<file path="src/rtl/spi_reader.sv">
// SPI mode-0 slave without chip select: oversamples spi_clk/mosi in the clk domain,
// assembles WIDTH-bit frames on data and shifts toOutput out on miso.
module spi_reader #(
   parameter int WIDTH       = 8,
   parameter int SYNC_STAGES = 2
) (
   input  logic             clk,
   input  logic             rst,
   input  logic             spi_clk,
   input  logic             mosi,
   output logic             miso,
   input  logic [WIDTH-1:0] toOutput,
   output logic [WIDTH-1:0] data,
   output logic             received
);

   localparam int CNT_W = (WIDTH > 1) ? $clog2(WIDTH) : 1;
   localparam logic [CNT_W-1:0] LAST_BIT = CNT_W'(WIDTH - 1);

   logic [SYNC_STAGES-1:0] sclk_sync_reg;
   logic [SYNC_STAGES-1:0] mosi_sync_reg;
   logic                   sclk_prev_reg;
   logic                   sclk_sync;
   logic                   mosi_sync;
   logic                   rise;
   logic                   fall;

   logic [CNT_W-1:0] bit_cnt_reg,  bit_cnt_next;
   logic [WIDTH-2:0] rx_shift_reg, rx_shift_next;
   logic [WIDTH-1:0] tx_shift_reg, tx_shift_next;
   logic [WIDTH-1:0] data_reg,     data_next;
   logic             received_reg, received_next;
   logic [WIDTH-1:0] rx_full;

   // Both lines see the same number of stages so the bit and its edge stay aligned.
   always_ff @(posedge clk or posedge rst) begin
      if (rst) begin
         sclk_sync_reg <= '0;
         mosi_sync_reg <= '0;
         sclk_prev_reg <= 1'b0;
      end else begin
         sclk_sync_reg <= {sclk_sync_reg[SYNC_STAGES-2:0], spi_clk};
         mosi_sync_reg <= {mosi_sync_reg[SYNC_STAGES-2:0], mosi};
         sclk_prev_reg <= sclk_sync;
      end
   end

   assign sclk_sync = sclk_sync_reg[SYNC_STAGES-1];
   assign mosi_sync = mosi_sync_reg[SYNC_STAGES-1];
   assign rise      = sclk_sync & ~sclk_prev_reg;
   assign fall      = ~sclk_sync & sclk_prev_reg;
   assign rx_full   = {rx_shift_reg, mosi_sync};

   always_comb begin
      bit_cnt_next  = bit_cnt_reg;
      rx_shift_next = rx_shift_reg;
      tx_shift_next = tx_shift_reg;
      data_next     = data_reg;
      received_next = 1'b0;

      if (rise) begin
         rx_shift_next = rx_full[WIDTH-2:0];
         if (bit_cnt_reg == LAST_BIT) begin
            bit_cnt_next  = '0;
            data_next     = rx_full;
            received_next = 1'b1;
         end else begin
            bit_cnt_next = bit_cnt_reg + CNT_W'(1);
         end
      end

      // Between frames the transmit register follows toOutput so the MSB is
      // already on miso when the master first raises spi_clk.
      if ((bit_cnt_reg == '0) && !rise) begin
         tx_shift_next = toOutput;
      end else if (fall && (bit_cnt_reg != '0)) begin
         tx_shift_next = {tx_shift_reg[WIDTH-2:0], 1'b0};
      end
   end

   always_ff @(posedge clk or posedge rst) begin
      if (rst) begin
         bit_cnt_reg  <= '0;
         rx_shift_reg <= '0;
         tx_shift_reg <= '0;
         data_reg     <= '0;
         received_reg <= 1'b0;
      end else begin
         bit_cnt_reg  <= bit_cnt_next;
         rx_shift_reg <= rx_shift_next;
         tx_shift_reg <= tx_shift_next;
         data_reg     <= data_next;
         received_reg <= received_next;
      end
   end

   assign miso     = tx_shift_reg[WIDTH-1];
   assign data     = data_reg;
   assign received = received_reg;

endmodule

</file>
<file path="config.mk">
export PLATFORM = sky130hd
export DESIGN_NAME = spi_reader
export DESIGN_NICKNAME = d
export VERILOG_FILES = /design/src/rtl/spi_reader.sv
export SDC_FILE = /design/constraint.sdc
export NUM_CORES = 1
export LEC_CHECK = 0
export CAP_MARGIN = 5
export CORE_ASPECT_RATIO = 0.9
export CORE_UTILIZATION = 55
export CTS_BUF_LIST = sky130_fd_sc_hd__clkbuf_8
export CTS_CLUSTER_SIZE = 16
export DETAILED_ROUTE_END_ITERATION = 8
export PLACE_DENSITY = 0.79
export RECOVER_POWER = 50
export SLEW_MARGIN = 5
export SYNTH_ARGS = -nofsm -noshare
export SYNTH_HDL_FRONTEND = slang
export SYNTH_SLANG_ARGS = --single-unit
</file>
<file path="constraint.sdc">
create_clock -name clk -period 2.3 [get_ports clk]
set_clock_uncertainty 0.1 [all_clocks]
set_input_delay 0.575 -clock clk [delete_from_list [all_inputs] [get_ports clk]]
set_output_delay 0.575 -clock clk [all_outputs]
set_load 0.03 [all_outputs]
</file>
Word level (Yosys, flattened, before mapping). Cells that the tools add are included.

Memory bits (read-only): 0. Word-level logic and storage cells: 26. Input port bits: 12. Output and inout port bits: 10. Flip-flop bits (word level): 32. Memories kept: 0. Latch bits: 0. Memory bits (writable): 0.

$add $sub $neg: 1. Div/mod/pow operators: 0. Reductions and logical operators: 7. Bitwise operators: 4. Equality and inequality tests: 1. Shift-type cells: 0. Multiply operators: 0. Mux-type cells: 5. Magnitude comparators: 0.

Operators with widths (count): two-way mux 8 bit (2); adder 3 x 1 -> 3 bit, second input constant (1); equality test 3 bit, second input constant (1); logical NOT 3 bit (1); two-way mux 3 bit (1); nonzero test 3 bit (1); bitwise AND 1 bit (2); logical AND 1 bit (2); two-way mux 1 bit (2); NOT 1 bit (2); AND reduction 2 bit (1); nonzero test 2 bit (1); logical NOT 1 bit (1).

Logic depth before layout (Yosys ltp). Gate-level depths: netlist of the first run.

Depth after elaboration: 5. Mapped depth: 7.

Least setup slack after synthesis of the first run. No wires, ideal clock.

Path kind: reg-to-reg. Start: register bit_cnt_reg[0]. End: register tx_shift_reg[7]. Stages on the path, launching flop included: 8. Required time: 2080 ps. Setup time: 120 ps. Buffers on the path: 2. Slack: 570 ps. Data arrival time: 1509 ps. Cells stage by stage: dfrtp_1 -> inv_1 -> ha_1 -> buf_6 -> nor2b_4 -> buf_6 -> maj3_2 -> o211a_1.

Cells in the longest elaborated chain, start to end: 3. Elaborated cells on any way between the ends: 6. Those cells by class: mux (1); reduce/logical (5).

RTL lines: start, declared (line 28) `logic [CNT_W-1:0] bit_cnt_reg, bit_cnt_next;`; start signal, assigned (line 89) `bit_cnt_reg <= bit_cnt_next;`; logical NOT 3 bit or nonzero test 3 bit (tied branches) (line 74, 76); logical AND 1 bit (on tied branches) (line 74, 76); two-way mux 8 bit or nonzero test 2 bit (tied branches); end signal, assigned (line 91) `tx_shift_reg <= tx_shift_next;`; end, declared (line 30) `logic [WIDTH-1:0] tx_shift_reg, tx_shift_next;`.

Parallel ways exist; a longest one is shown, timed or not. A chain may end at the register's enable or synchronous reset.

Worst setup path after layout of the first run.
Start: register tx_shift_reg[7]. End: output port miso.

RTL lines: end, declared (line 11) `output logic miso,`.

No word-level cell between the ends.

==> flow_summary.yaml, run 1 <==
critical_path:
  crit_fanout: 2
  startpoint: "tx_shift_reg[7]"
  rr_endpoint: "tx_shift_reg[3]"
  crit_family: "buffers and inverters"
  r2r_slack_ns: 0.45
  timing.critical_path.buf_inv: 1
  reg2reg_depth: 5
  arrival_ns: 1.32
  worstPathRequired_ns: 1.62
  path_cells: "clkdlybuf4s50_1"
  cp-start-kind: "register"
  r2r-start: "bit_cnt_reg[1]"
  end_kind: "output port"
  critPathKind: "reg2out"
  cp_slowest_cell: "clkdlybuf4s50_1"
  cp_slowest_stage_delay_ns: 0.67
clock_network:
  clockRootBuffer: "clkbuf_8"
  cts.sinks: 32
  cts.repair.resized: 0
  cts_tree: "done"
  clock_path_buffers: 2
  numCtsBuffers: 5
  cts_hold_buf: 0
  clock_latency_ns: 0.28
  cts_setup_buffers: 0
  cts_max_level: 2
  path_clk_slew_ns: 0.06
synth:
  synth_area_leaders: "dfrtp_1 (56%), nand2_1 (6.6%), mux2_2 (6.3%)"
  syn_area_sq_um: 1420
  postSynthAreaPerCell_sq_um: 11.1
  synth_top_area_cell: "dfrtp_1"
  yosysWarningCount: 0
  ys_ff_latch: 32
  synth_cells: 128
  synth-seq-area-share_pct: 56.2
  synth_cell_type_count: 23
  synth_top_area_share_pct: 56.2
  synth.net_count: 143
grt:
  grt_pass1_wl_microns: 4640
  grt_max_degree: 33
  grt_pass1_vias: 1056
  antenna_found_initial: 0
  grt_overflow_total: 0
  grt_usage_pct: 22.5
layout:
  fillers: 195
  drive_gt1_share_pct: 13.2
  nets: 166
  antenna_cells: 0
  syn2layout_area_growth_pct: 21.6
route:
  route.detailed.vias_per_inst: 5.69
  dr.pass1.iters: 4
  drt_iter0_markers: 19
  antenna_left: 0
  post_drt_wl_per_cell_microns: 15.5
  wl_microns: 2800
  num_vias: 1024
  post-route-drc-count: 0
worst_hold_path:
  hold_depth: 0
  hp-class: "reg2reg"
  min_to: "sclk_sync_reg[1]"
  min_from: "sclk_sync_reg[0]"
die:
  die_x_microns: 55.6
  rows: 17
  die_h_microns: 50.3
  start_util_pct: 58.2
  core_region_area_sq_um: 2450
  die_area_sq_um: 2800
  num_io_pins: 22
timing:
  fmax_mhz: 502
  fin_crit_sh_pct: 86.5
  worst_slew_margin_rel_pct: 49.7
  whs_ns: 0.254
  finalSetupTns_ns: 0
  worstMarginPinSlew_ns: 0.754
  final_hold_viol_count: 0
  setup_violations: 0
  finalCriticalPeriod_ns: 1.99
  slew_violations: 0
  rsz0062_at_grt: "no"
power:
  ir_worst_vdd_mv: 0.807
  p_per_area_nw_per_um2: 1130
  leakage_nw: 0.829
placed_design:
  hpwlAfterDp_microns: 1950
  portBuffers: 21
  gp_congestion: 0.752
flow_run:
  max_cap_viol_count: 0
run_status:
  outcome: "finished clean"
[placed cells by master, fill, tap and decap left out, drive strengths merged]
master / instances
inv: 6
nand2: 26
mux2i: 1
o211ai: 7
ha: 3
nand3b: 7
mux2: 8
buf: 1
o211a: 7
dfrtp: 32
nor2b: 2
o21ai: 2
a21oi: 1
clkdlybuf4s50: 18
a211oi: 1
or3: 8
nand2b: 2
clkbuf: 7
nor3: 1
nor2: 7
dlygate4sd3: 3
maj3: 1
clkinvlp: 1
[cells in the mapped netlist]
master	number
mux2_2	8
nand3b_1	7
clkbuf_1	3
nand2_2	1
ha_1	3
maj3_2	1
or3_1	8
nor2b_4	1
a211oi_1	1
dfrtp_1	32
inv_1	5
nor2_1	7
mux2i_1	1
buf_2	2
o21ai_0	2
buf_6	2
a21oi_1	1
o211a_1	7
nand2_1	25
nor2b_1	1
nand2b_1	2
nor3_1	1
o211ai_1	7
[how the worst max path moves through the flow]
stage                            to  cells past startpoint
floorplan           tx_shift_reg[7]                      7
global placement    tx_shift_reg[5]                      5
detailed placement  tx_shift_reg[7]                      5
CTS                            miso                      1
global route                data[0]                      1
finish                         miso                      1
[where the power goes]
part	switching (W)	total [W]	leakage [nW]	internal (W)
sequential	0.000126	0.000853	0.404	0.000727
combinational	0.000345	0.000668	0.376	0.000323
clock	0.000199	0.000437	0.0486	0.000238
[cell type report]
type	count	area (sq um)	area share (%)
inverters	5	18.8	1.08
clock inverters	2	11.3	0.650
well taps	28	35.0	2.02
multi-input cells	84	561	32.4
clock buffers	6	82.6	4.77
flip-flops and latches	32	801	46.2
repair buffers	23	223	12.9
[per-layer routing]
metal	up-vias	track usage, %	share of wire [%]
met4	0	13.3	1.6
met2	25	36.7	50
met1	511	27.3	45
met5	-	0	0
met3	5	5.67	3.4
li1	483	-	-
[metrics by stage]
step	cells	util [%]	setup slack (ns)	cell area, sq um	power (W)
CTS	180	70.9	0.293	1730	0.00197
detailed placement	172	67.1	0.494	1640	0.00153
global route	180	70.8	0.278	1730	0.00206
finish	180	70.8	0.310	1730	0.00196
floorplan	128	-	0.570	1420	0.00133
global placement	172	67.1	0.604	1640	0.00148
[cell families (layout without fill, tap and decap cells)]
kind of cell / count (synthesis) / count (layout) / synth area share [%]
AND/OR/NAND/NOR: 53 / 53 / 18.7
flip-flops: 32 / 32 / 56.2
AO/OA/AOI/OAI: 18 / 18 / 10.2
buffers and inverters: 12 / 36 / 4.39
multiplexers: 9 / 9 / 7.03
adder cells (fa/ha/maj): 4 / 4 / 3.43
Note: power is estimated with default switching activity, not from simulation.
==> run 2, diff against run 1 <==
Settings changed: SKIP_LAST_GASP set to 1.
==> results of run 2 <==
Same layout as run 1: the final DEF is identical, and so are final timing and power.
==> run 3, diff against run 2 <==
Settings changed: PLACE_DENSITY 0.79 to 0.87.
Clock period 2.3 ns to 2.15 ns, I/O delays scaled along.
==> flow_summary.yaml, run 3 (synthesis gave the netlist of run 1 again) <==
layout:
  drive_gt1_share_pct: 13.2
  antenna_cells: 0
  final_common_cell: "dfrtp_1"
  fillers: 171
  syn2layout_area_growth_pct: 21.8
  nets: 166
  final_cell_mix: "dfrtp_1 (32), nand2_1 (25), clkdlybuf4s50_1 (18), or3_1 (8), mux2_2 (8)"
  instances_no_fill: 179
timing:
  final_hold_viol_count: 0
  worstMarginPinSlew_ns: 0.772
  fin_crit_sh_pct: 90.7
  fmax_mhz: 513
  slew_violations: 0
  setup_violations: 0
  worst_slew_margin_rel_pct: 48.6
  finalCriticalPeriod_ns: 1.95
  rsz0062_at_grt: "no"
  finalSetupTns_ns: 0
clock_network:
  cts_hold_buf: 0
  cts.repair.resized: 0
  path_clk_slew_ns: 0.06
  clock_latency_ns: 0.28
  clockRootBuffer: "clkbuf_8"
  cts_tree: "done"
  cts.sinks: 32
  cts_max_level: 2
  clock_path_buffers: 2
  cts_setup_buffers: 0
  numCtsBuffers: 5
critical_path:
  worstPathRequired_ns: 1.51
  critPathKind: "reg2out"
  cp_slowest_cell: "clkdlybuf4s50_1"
  startpoint: "data[4]"
  crit_fanout: 2
  path_cells: "clkdlybuf4s50_1"
  timing.critical_path.buf_inv: 1
  crit_family: "buffers and inverters"
  cp_slowest_stage_delay_ns: 0.69
  end_kind: "output port"
  arrival_ns: 1.31
  r2r-start: "bit_cnt_reg[0]"
  cp-start-kind: "register"
power:
  p_per_area_nw_per_um2: 1210
  ir_worst_vdd_mv: 0.936
  leakage_nw: 0.830
worst_hold_path:
  min_from: "mosi_sync_reg[0]"
  hp-class: "reg2reg"
die:
  die_area_sq_um: 2800
  rows: 17
  start_util_pct: 58.2
  core_region_area_sq_um: 2450
  num_io_pins: 22
  die_h_microns: 50.3
  die_x_microns: 55.6
route:
  dr.pass1.iters: 4
  route.detailed.vias_per_inst: 5.70
  post-route-drc-count: 0
  num_vias: 1021
  drt_iter0_markers: 23
  post_drt_wl_per_cell_microns: 14.9
  antenna_left: 0
  wl_microns: 2660
placed_design:
  gp_congestion: 0.819
  place_inst: 172
  portBuffers: 21
  hpwlAfterDp_microns: 1820
flow_run:
  max_cap_viol_count: 0
grt:
  grt_max_degree: 33
  antenna_found_initial: 0
  grt_overflow_total: 0
  grt_pass1_vias: 1031
  grt_pass1_wl_microns: 4580
  grt_usage_pct: 22.0
run_status:
  outcome: "finished clean"
## run 3: power by group
part | leakage [nW] | switching (W) | internal (W)
Combinational | 0.376 | 0.000367 | 0.000346
Clock | 0.0503 | 0.000195 | 0.000284
Sequential | 0.404 | 0.000131 | 0.000778
Total | 0.830 | 0.000693 | 0.00141
## run 3: metal layers
metal  track usage (%)  routed length, microns
met3              7.22                     130
met1              27.8                    1150
met5                 0                       0
met4              10.0                      66
met2              34.5                    1310
## run 3: path summary, 6_finish.rpt
path | endpoint | slack, ns | cells after the start
min | mosi_sync_reg[1] | 0.25 | 0
max | data[4] | 0.20 | 1
max reg2reg | tx_shift_reg[5] | 0.32 | 5
min in group asynchronous | tx_shift_reg[7] | 0.81 | 3
min reg2reg | mosi_sync_reg[1] | 0.25 | 0
max in group asynchronous | data[0] | 0.65 | 3
## run 3: area by class of cell
class / instances / area (sq um) / share of cell area [%]
sequential: 32 / 801 / 46.2
multi-input combinational: 84 / 561 / 32.3
timing repair buffer: 23 / 223 / 12.8
clock buffer: 7 / 96.3 / 5.56
inverter: 5 / 18.8 / 1.08
tap: 28 / 35.0 / 2.02
## run 3: through the flow
step | hold WS [ns] | util, % | setup WS, ns | total power, W | area (sq um)
3_3_place_gp | 0.236 | 67.1 | 0.460 | 0.00158 | 1640
4_1_cts | 0.255 | 71.0 | 0.180 | 0.00212 | 1740
2_1_floorplan | 0.231 | - | 0.420 | 0.00142 | 1420
3_5_place_dp | 0.242 | 67.1 | 0.366 | 0.00162 | 1640
5_1_grt | 0.267 | 70.9 | 0.159 | 0.00223 | 1730
6_report | 0.251 | 70.9 | 0.200 | 0.00210 | 1730
## run 3: worst register-to-register path: stages (launching register included)
cell	delay (ns)
dfrtp_1	0.39
inv_1	0.08
ha_1	0.33
nor2b_4	0.34
maj3_2	0.35
o211a_1	0.18
